<file path="config.mk">
export PLATFORM = sky130hd
export DESIGN_NAME = game_state_gen2_flat
export DESIGN_NICKNAME = d
export VERILOG_FILES = /design/src/rtl/game_pkg.sv /design/src/rtl/game_state_gen2_if.sv /design/src/rtl/game_state_gen2_score.sv /design/src/rtl/game_state_gen2.sv /design/src/flat_wrapper.sv
export SDC_FILE = /design/constraint.sdc
export NUM_CORES = 1
export LEC_CHECK = 0
export CAP_MARGIN = 20
export CORE_UTILIZATION = 47
export DETAILED_ROUTE_END_ITERATION = 7
export GPL_ROUTABILITY_DRIVEN = 0
export GPL_TIMING_DRIVEN = 0
export HOLD_SLACK_MARGIN = 0.15
export PLACE_DENSITY_LB_ADDON = 0.05
export SLEW_MARGIN = 30
export SYNTH_ARGS = -nofsm -noshare
export SYNTH_HDL_FRONTEND = slang
export SYNTH_HIERARCHICAL = 1
export SYNTH_SLANG_ARGS = --single-unit
export TNS_END_PERCENT = 100
</file>
<file path="constraint.sdc">
create_clock -name clk -period 2.05 [get_ports clk]
set_clock_uncertainty 0.05 [all_clocks]
set_input_delay 0.41 -clock clk [delete_from_list [all_inputs] [get_ports clk]]
set_output_delay 0.41 -clock clk [all_outputs]
set_load 0.01 [all_outputs]
</file>
<file path="src/rtl/game_pkg.sv">
// Shared types for the game state counter.
// Control encodings, winner codes and round FSM states.
package game_pkg;

  typedef enum logic [1:0] {
    UP1    = 2'b00,
    UP_BIG = 2'b01,
    DN1    = 2'b10,
    DN_BIG = 2'b11
  } ctrl_e;

  typedef enum logic [1:0] {
    WHO_NONE = 2'b00,
    WHO_LOS  = 2'b01,
    WHO_WIN  = 2'b10
  } who_e;

  typedef enum logic [1:0] {
    IDLE = 2'b00,
    RUN  = 2'b01,
    OVER = 2'b10
  } state_e;

endpackage

</file>
<file path="src/rtl/game_state_gen2_if.sv">
// Bus between game control / display logic and the game counter.
// master: control side; slave: counter. pause exists with GAME_PAUSE_EN.
interface game_state_gen2_if #(
  parameter int COUNTER_SIZE = 4,
  parameter int SCORE_SIZE   = 4
);
  logic [1:0]              control;
  logic [COUNTER_SIZE-1:0] i_value;
  logic                    INIT;
  logic                    gameover_ack;
`ifdef GAME_PAUSE_EN
  logic                    pause;
`endif
  logic [COUNTER_SIZE-1:0] count;
  logic                    win;
  logic                    los;
  logic [SCORE_SIZE-1:0]   win_score;
  logic [SCORE_SIZE-1:0]   los_score;
  logic [1:0]              who;
  logic                    gameover;

  modport master (
`ifdef GAME_PAUSE_EN
    output pause,
`endif
    output control, i_value, INIT,
    output gameover_ack,
    input  count, win, los,
    input  win_score, los_score,
    input  who, gameover
  );

  modport slave (
`ifdef GAME_PAUSE_EN
    input  pause,
`endif
    input  control, i_value, INIT,
    input  gameover_ack,
    output count, win, los,
    output win_score, los_score,
    output who, gameover
  );
endinterface

</file>
<file path="src/rtl/game_state_gen2_score.sv">
// Score counter: clr > inc; hit_limit flags that
// this edge's increment lands on SCORE_LIMIT.
module game_score_counter #(
  parameter int SCORE_SIZE  = 4,
  parameter int SCORE_LIMIT = 15
) (
  input  logic                  clk,
  input  logic                  reset,
  input  logic                  clr,
  input  logic                  inc,
  output logic [SCORE_SIZE-1:0] score,
  output logic                  hit_limit
);

  logic [SCORE_SIZE-1:0] score_inc;

  assign score_inc = score + SCORE_SIZE'(1);
  assign hit_limit = inc &&
    (score_inc == SCORE_SIZE'(SCORE_LIMIT));

  always_ff @(posedge clk) begin
    if (reset)    score <= '0;
    else if (clr) score <= '0;
    else if (inc) score <= score_inc;
  end

endmodule

</file>
<file path="src/rtl/game_state_gen2.sv">
// Game counter: multi-mode main counter, win/lose scores, round FSM.
// Ports: clk, reset, bus (slave). Optional pause via GAME_PAUSE_EN.
module game_state_gen2
  import game_pkg::*;
#(
  parameter int COUNTER_SIZE = 4,
  parameter int SCORE_SIZE   = 4,
  parameter int SCORE_LIMIT  = 15,
  parameter int STEP_BIG     = 2
) (
  input logic        clk,
  input logic        reset,
  game_state_gen2_if.slave bus
);

  localparam int CS = COUNTER_SIZE;

  state_e          state, state_nxt;
  logic [CS-1:0]   count_q;
  logic [CS-1:0]   delta;
  logic [1:0]      who_q;
  logic            pause_w;
  logic            run_en;
  logic            win_w, los_w, go_w;
  logic            win_hit, los_hit;
  logic [SCORE_SIZE-1:0] ws, ls;

`ifdef GAME_PAUSE_EN
  assign pause_w = bus.pause;
`else
  assign pause_w = 1'b0;
`endif

  assign run_en = (state == RUN) && !pause_w;

  always_ff @(posedge clk) begin
    if (reset) state <= IDLE;
    else       state <= state_nxt;
  end

  always_comb begin
    state_nxt = state;
    if (bus.INIT) begin
      state_nxt = RUN;
    end else begin
      unique case (state)
        RUN:  if (win_hit || los_hit)
                state_nxt = OVER;
        OVER: if (bus.gameover_ack)
                state_nxt = IDLE;
        default: ;
      endcase
    end
  end

  always_comb begin
    win_w = 1'b0;
    los_w = 1'b0;
    go_w  = 1'b0;
    unique case (state)
      RUN: begin
        win_w = run_en && (count_q == '1);
        los_w = run_en && (count_q == '0);
      end
      OVER:    go_w = 1'b1;
      default: ;
    endcase
  end

  always_comb begin
    delta = CS'(1);
    unique case (ctrl_e'(bus.control))
      UP_BIG, DN_BIG: delta = CS'(STEP_BIG);
      default:        delta = CS'(1);
    endcase
  end

  always_ff @(posedge clk) begin
    if (reset)
      count_q <= '0;
    else if (bus.INIT)
      count_q <= bus.i_value;
    else if (run_en)
      count_q <= bus.control[1] ?
        count_q - delta : count_q + delta;
  end

  always_ff @(posedge clk) begin
    if (reset)
      who_q <= WHO_NONE;
    else if (bus.INIT)
      who_q <= WHO_NONE;
    else if (state == OVER && bus.gameover_ack)
      who_q <= WHO_NONE;
    else if (win_hit)
      who_q <= WHO_WIN;
    else if (los_hit)
      who_q <= WHO_LOS;
  end

  game_score_counter #(
    .SCORE_SIZE  (SCORE_SIZE),
    .SCORE_LIMIT (SCORE_LIMIT)
  ) u_win (
    .clk       (clk),
    .reset     (reset),
    .clr       (bus.INIT),
    .inc       (win_w),
    .score     (ws),
    .hit_limit (win_hit)
  );

  game_score_counter #(
    .SCORE_SIZE  (SCORE_SIZE),
    .SCORE_LIMIT (SCORE_LIMIT)
  ) u_los (
    .clk       (clk),
    .reset     (reset),
    .clr       (bus.INIT),
    .inc       (los_w),
    .score     (ls),
    .hit_limit (los_hit)
  );

  assign bus.count     = count_q;
  assign bus.win       = win_w;
  assign bus.los       = los_w;
  assign bus.win_score = ws;
  assign bus.los_score = ls;
  assign bus.who       = who_q;
  assign bus.gameover  = go_w;

endmodule
</file>
<file path="src/flat_wrapper.sv">
// flat-port wrapper written by rule: the top's interface ports become plain ports
module game_state_gen2_flat import game_pkg::*;
#(
  parameter int COUNTER_SIZE = 4,
  parameter int SCORE_SIZE   = 4,
  parameter int SCORE_LIMIT  = 15,
  parameter int STEP_BIG     = 2
)
  (clk, reset, bus_control, bus_i_value, bus_INIT, bus_gameover_ack, bus_count, bus_win, bus_los, bus_win_score, bus_los_score, bus_who, bus_gameover);
  game_state_gen2_if #(.COUNTER_SIZE(COUNTER_SIZE), .SCORE_SIZE(SCORE_SIZE)) bus_i ();
  input logic clk;
  input logic reset;
  input wire logic [$bits(bus_i.control)-1:0] bus_control;
  input wire logic [$bits(bus_i.i_value)-1:0] bus_i_value;
  input wire logic [$bits(bus_i.INIT)-1:0] bus_INIT;
  input wire logic [$bits(bus_i.gameover_ack)-1:0] bus_gameover_ack;
  output wire logic [$bits(bus_i.count)-1:0] bus_count;
  output wire logic [$bits(bus_i.win)-1:0] bus_win;
  output wire logic [$bits(bus_i.los)-1:0] bus_los;
  output wire logic [$bits(bus_i.win_score)-1:0] bus_win_score;
  output wire logic [$bits(bus_i.los_score)-1:0] bus_los_score;
  output wire logic [$bits(bus_i.who)-1:0] bus_who;
  output wire logic [$bits(bus_i.gameover)-1:0] bus_gameover;
  assign bus_i.control = bus_control;
  assign bus_i.i_value = bus_i_value;
  assign bus_i.INIT = bus_INIT;
  assign bus_i.gameover_ack = bus_gameover_ack;
  assign bus_count = bus_i.count;
  assign bus_win = bus_i.win;
  assign bus_los = bus_i.los;
  assign bus_win_score = bus_i.win_score;
  assign bus_los_score = bus_i.los_score;
  assign bus_who = bus_i.who;
  assign bus_gameover = bus_i.gameover;
  game_state_gen2 #(.COUNTER_SIZE(COUNTER_SIZE), .SCORE_SIZE(SCORE_SIZE), .SCORE_LIMIT(SCORE_LIMIT), .STEP_BIG(STEP_BIG)) u_core (.clk(clk), .reset(reset), .bus(bus_i));
endmodule
</file>
Word level (Yosys, flattened, before mapping)
Cells that the tools add are included.
{ "word_totals": {"ff_bits": 16, "inputBits": 10, "out_inout_bits": 17, "wordCells": 52} }
{ "classes": {"addsub": 4, "eq_ne": 11, "muxes": 13, "n_reduce_logical": 17} }
{ "ops": {"columns": ["operator", "n"], "rows": [
  ["== test 4 bit (second input constant)", 3],
  ["two-way mux 4 bit", 3],
  ["two-way mux 2 bit", 5],
  ["adder 4 x 1 -> 4 bit (second input constant)", 2],
  ["!= test 3 bit (second input constant)", 2],
  ["AND reduction 3 bit", 2],
  ["nonzero test 2 bit", 3],
  ["logical AND 1 bit", 5],
  ["adder 4 x 2 -> 4 bit", 1],
  ["== test 2 x 1 -> 1 bit (second input constant)", 2],
  ["== test 2 bit (second input constant)", 2],
  ["zero test 4 bit", 1],
  ["two-way mux 1 bit", 4],
  ["!= test 2 bit (second input constant)", 2],
  ["case mux 2 bit (2 select lines)", 1],
  ["OR reduction 2 bit", 2],
  ["OR reduction 4 bit", 1],
  ["subtractor 4 x 2 -> 4 bit", 1],
  ["nonzero test 3 bit", 1],
  ["OR reduction 3 bit", 1],
  ["logical OR 1 bit", 1]
]} }

Logic depth before layout (Yosys ltp)
{ "logic_depth": {"depth_word": 8, "mapped_depth": 8, "mapped_depth_nobuf": 7} }

Cells and area by module
Netlist, hierarchy kept.
{ "modules_own_cells": {"columns": ["mod", "instances", "cells_each", "area_each_um2", "seq_area_each_um2"], "rows": [
  ["game_state_gen2", 1, 62, 518.0, 160.2],
  ["game_score_counter", 2, 24, 235.2, 80.1]
]} }

Worst setup path after synthesis
OpenSTA, ideal clock, no wires.
{ "synth_timing": {"path_type": "reg-to-reg", "from": "register u_core.state[1]", "to": "register u_core.state[0]", "setup_ns": 0.130, "arrival_ns": 1.892, "required_time_ns": 1.870, "path_slack_ns": -0.022, "stages_incl_launch_ff": 9, "path_buffers": 1, "period_less_slack_ns": 2.072, "cell_sequence": "dfxtp_1 nand2b_1 nor4_1 buf_6 nand4b_1 o21ai_1 nor2_1 o21ai_0 a21oi_1"} }
{ "synth_via": {"elab_chain_len": 7, "word_cells_on_any_way": 15, "classes_between": "4 x eq/ne; 4 x mux; 7 x reduce/logical"} }
{ "synth_rtl": {"columns": ["item", "line_no", "text"], "rows": [
  ["start, declared", "game_state_gen2.sv:18", "state_e state, state_nxt;"],
  ["start signal, assigned", "game_state_gen2.sv:38", "else state <= state_nxt;"],
  ["== test 2 x 1 -> 1 bit *", "game_state_gen2.sv:34, game_state_gen2.sv:60", null],
  ["logical AND 1 bit", "game_state_gen2.sv:62", "win_w = run_en && (count_q == '1);"],
  ["two-way mux 1 bit *", "game_state_gen2.sv:60", "unique case (state)"],
  ["net bus_win", "flat_wrapper.sv:18", "output wire logic [$bits(bus_i.win)-1:0] bus_win;"],
  ["logical AND 1 bit *", "game_state_gen2_score.sv:18", "assign hit_limit = inc &&"],
  ["net u_core.win_hit", "game_state_gen2.sv:25", "logic win_hit, los_hit;"],
  ["logical OR 1 bit *", "game_state_gen2.sv:47", "RUN: if (win_hit || los_hit)"],
  ["!= test 3 bit (no line) *", null, null],
  ["AND reduction 3 bit (no line) *", null, null]
]} }
Mark *: on every way through the listed nets, which the timed path passes. The rest lies on a longest branch.
A chain may end at the register's enable or synchronous reset.

Final worst setup path
{ "layout_timing": {"from": "register u_core.count_q[3] (netlist: u_core/bus.count[3])", "to": "register u_core.state[1]"} }
{ "layout_via": {"elab_chain_len": 7, "word_cells_on_any_way": 11, "classes_between": "2 x eq/ne; 2 x mux; 7 x reduce/logical"} }
{ "layout_rtl": {"columns": ["item", "line_no", "text"], "rows": [
  ["start, declared", "game_state_gen2.sv:19", "logic [CS-1:0] count_q;"],
  ["start signal, assigned", "game_state_gen2.sv:82", "count_q <= bus.i_value;"],
  ["start signal, assigned", "game_state_gen2.sv:84", "count_q <= bus.control[1] ?"],
  ["zero test 4 bit", "game_state_gen2.sv:63", "los_w = run_en && (count_q == '0);"],
  ["logical AND 1 bit", "game_state_gen2.sv:63", null],
  ["two-way mux 1 bit", "game_state_gen2.sv:60", null],
  ["logical AND 1 bit", "game_state_gen2_score.sv:18", null],
  ["net u_core.los_hit", "game_state_gen2.sv:25", null],
  ["logical OR 1 bit", "game_state_gen2.sv:47", null],
  ["!= test 2 bit (no line)", null, null],
  ["AND reduction 3 bit (no line)", null, null]
]} }
The timed path passes the listed nets, and every way through them passes these cells.

==> metrics.md <==
| Metric | Value |
|---|---|
| CTS H-tree depth | 1 |
| Leading cell types in the layout, fill and taps excluded | sky130_fd_sc_hd__clkdlybuf4s50_1, sky130_fd_sc_hd__dfxtp_1, sky130_fd_sc_hd__inv_1, sky130_fd_sc_hd__nand2_1 |
| Unique cell type count in the Yosys netlist | 36 |
| First-pass GRT wire length | 2987 um |
| Mean cell area of the mapped netlist | 8.986 um2 |
| Peak ir drop on the vdd network | 0.0004483 V |
| Final hold violation count | 0 |
| Most common flop cell mapped by yosys | sky130_fd_sc_hd__dfxtp_1 |
| All-layer global routing usage | 18.69% |
| Worst Tran Pin Value | 0.3872 ns |
| Total via count in the routed design | 934 |
| Number of top-level design ports | 27 |
| Die area | 0.002291 mm2 |
| Share of the cycle needed by the critical path after routing | 96.28% |
| Share of flip-flops with an asynchronous set or reset | 0% |
| Crit Path Max Fanout | 4 |
| Number of input and output port buffers inserted | 26 |
| Sequential element share of the synthesized area | 32.41% |
| Mapped Cells | 110 |
| Type of the setup path with the least slack | reg -> reg |
| Gate family responsible for the most delay along the worst path | simple AND/OR/NAND/NOR gates |
| CTS Sinks | 16 |
| Number of global-route vias before repair | 747 |
| Clock tree from TritonCTS | built |
| Critical Path Max Stage Delay | 0.53 ns |
| Critical path required time | 2.21 ns |
| Detailed-route wire length | 2140 um |
| Dpl cell area | 0.001289 mm2 |
| Router iterations before antenna repair | 4 |
| Fraction of layout instances using a drive strength above 1 | 19.44% |
| Pin count of the biggest net entering global routing | 10 |
| Wirelength per Cell | 12.51 um |
| Core ar. | 0.001962 mm2 |
| Clock-pin slew of the registers on the worst-case setup and hold paths | 0.09 ns |
| Post-DRT Antenna Nets | 0 |
| Worst slew margin | 74.18% |
| Path category of the worst min-delay check | reg -> reg |
| Total inserted antenna cells | 0 |
| Clock insertion delay at the later pin of the skew report | 0.29 ns |
| Height of the chip | 47.86 um |
| DRC Markers | 0 |
| CP startpoint kind | flop |
| Syn_nets | 128 |
| Area of all placed cells without fillers | 0.001370 mm2 |
| Average via count per standard cell | 5.462 |
| Synth Cell Area | 988.4 um2 |
| Root buffer cell | sky130_fd_sc_hd__clkbuf_4 |
| Arrival time of the worst setup path | 2.13 ns |
| Power density cells | 491.2 mW/mm2 |
| Dpl hpwl | 1604 um |
| Commonest non-fill, non-tap cell in the layout | sky130_fd_sc_hd__clkdlybuf4s50_1 |
| Die X | 47.86 um |
| Number of max-slew violations in the final report | 0 |
| Outcome | finished clean |
| Drt first-iter violations | 14 |
| Final critical delay including setup and external delays | 1.974 ns |
| Final Net Count | 163 |
| Initial core utilization | 50.38% |
| Number of setup violations in the final report | 0 |
| Total of warnings raised by yosys | 6 |
| EDFF count, synth | 0 |
| Total global routing overflow | 0 |
| Static leakage power | 0.5345 nW |
| Number of max-cap violations | 0 |
| Maximum buffer depth of the clock tree | 2 |
| Number of clock buffers inserted by TritonCTS | 3 |
| Buffers and inverters on the worst path | 1 |
| Slowest library cell on the worst path | sky130_fd_sc_hd__or4_1 |
| Type of element capturing the critical path | flop |
| Area added between synthesis and finish | 38.61% |
| Number of antenna violations at the first check in global routing | 0 |
| Max Fclk | 0.5066 GHz |
| Number of rows created at floorplan | 16 |
| Cell-by-cell trace of the critical path | or4_1 -> nor2_2 -> buf_6 -> nand4b_1 -> o21ai_2 -> o31ai_1 -> a211oi_1 |
| Number of flip-flops and latches in the synthesized netlist | 16 |
| Utilization after layout | 69.83% |
==> cells by family (layout without fill, tap and decap cells) <==
| family | Yosys count | after routing | synth area share [%] |
|---|---|---|---|
| buffers and inverters | 13 | 47 | 6.581 |
| adders and majority gates | 8 | 8 | 10.89 |
| xor gates and xnor gates | 10 | 10 | 8.861 |
| AOI/OAI and AO/OA | 19 | 19 | 12.91 |
| DFF | 16 | 16 | 32.41 |
| and+or+nand+nor | 44 | 44 | 28.35 |
==> flip-flops by register name, summed over array words and instances, names as in the netlist <==
register	flops
u_core/bus.count	4
u_core/bus.who	2
u_core/state	2
u_core/u_los/score	4
u_core/u_win/score	4
==> through the flow <==
step	setup WS [ns]	hold WS (ns)	power (mW)	setup TNS [ns]	std cells
after floorplan	0.02162	0.4290	0.4063	0	110
after global placement	-0.03994	0.4272	0.4622	-0.09646	163
after detailed placement	-0.09236	0.4413	0.4659	-0.1157	163
after CTS	0.002570	0.4628	0.6728	0	168
after global routing	-0.002867	0.4855	0.7082	-0.002867	171
final	0.07620	0.4497	0.6729	0	171
==> cell type report <==
type	count	area, um2
well taps	27	33.78
inverters	9	33.78
clock buffers	4	36.28
flip-flops and latches	16	329.1
plain buffers	4	31.28
multi-input cells	81	621.8
fillers	173	591.8
repair buffers	30	284.0
==> where the power goes <==
group          switching [mW]  internal [mW]  leakage, nW
Sequential             0.0127          0.321        0.132
Clock                  0.0995          0.108       0.0210
Combinational          0.0620         0.0695        0.381
==> timing repair <==
item | CTS | global route
setup buffers | 1 | 3
hold buffers | 0 | 0
pin swaps | 1 | 4
endpoints found under the setup margin | 3 | 4
gates resized for setup | 9 | 7
==> layer usage <==
metal,share of wire (%),GRT usage (%),up-vias
met5,0,0,-
met4,1.4,6.667,0
li1,-,-,462
met2,50,35.14,28
met1,42,19.32,440
met3,6.1,5.660,4
==> worst register-to-register path: stages, from the launching register on <==
cell	delay [ns]
sky130_fd_sc_hd__dfxtp_4	0.36
sky130_fd_sc_hd__or4_1	0.53
sky130_fd_sc_hd__nor2_2	0.17
sky130_fd_sc_hd__buf_6	0.12
sky130_fd_sc_hd__nand4b_1	0.13
sky130_fd_sc_hd__o21ai_2	0.23
sky130_fd_sc_hd__o31ai_1	0.10
sky130_fd_sc_hd__a211oi_1	0.21
==> cell usage after synthesis (3+ instances only) <==
library cell / n / share of area [%]
sky130_fd_sc_hd__nor2b_1: 5 / 3.2
sky130_fd_sc_hd__nand4b_1: 3 / 2.7
sky130_fd_sc_hd__xor2_1: 7 / 6.2
sky130_fd_sc_hd__xnor2_1: 3 / 2.7
sky130_fd_sc_hd__ha_1: 7 / 8.9
sky130_fd_sc_hd__nor3_2: 3 / 3.0
sky130_fd_sc_hd__inv_1: 9 / 3.4
sky130_fd_sc_hd__nand2_1: 9 / 3.4
sky130_fd_sc_hd__nor2_1: 6 / 2.3
sky130_fd_sc_hd__a21oi_1: 6 / 3.0
sky130_fd_sc_hd__dfxtp_1: 16 / 32
sky130_fd_sc_hd__nor3_1: 4 / 2.0
==> path summary, 6_finish.rpt <==
check	startpoint	end	slack, ns	cells after the start
setup / recovery	u_core/bus.count[3]	u_core/state[1]	0.08	7
hold reg to reg	u_core/bus.who[1]	u_core/bus.who[1]	0.45	2
setup reg to reg	u_core/bus.count[3]	u_core/state[1]	0.08	7
hold / removal	u_core/bus.who[1]	u_core/bus.who[1]	0.45	2
No activity file was read; power rests on OpenSTA's default activity.
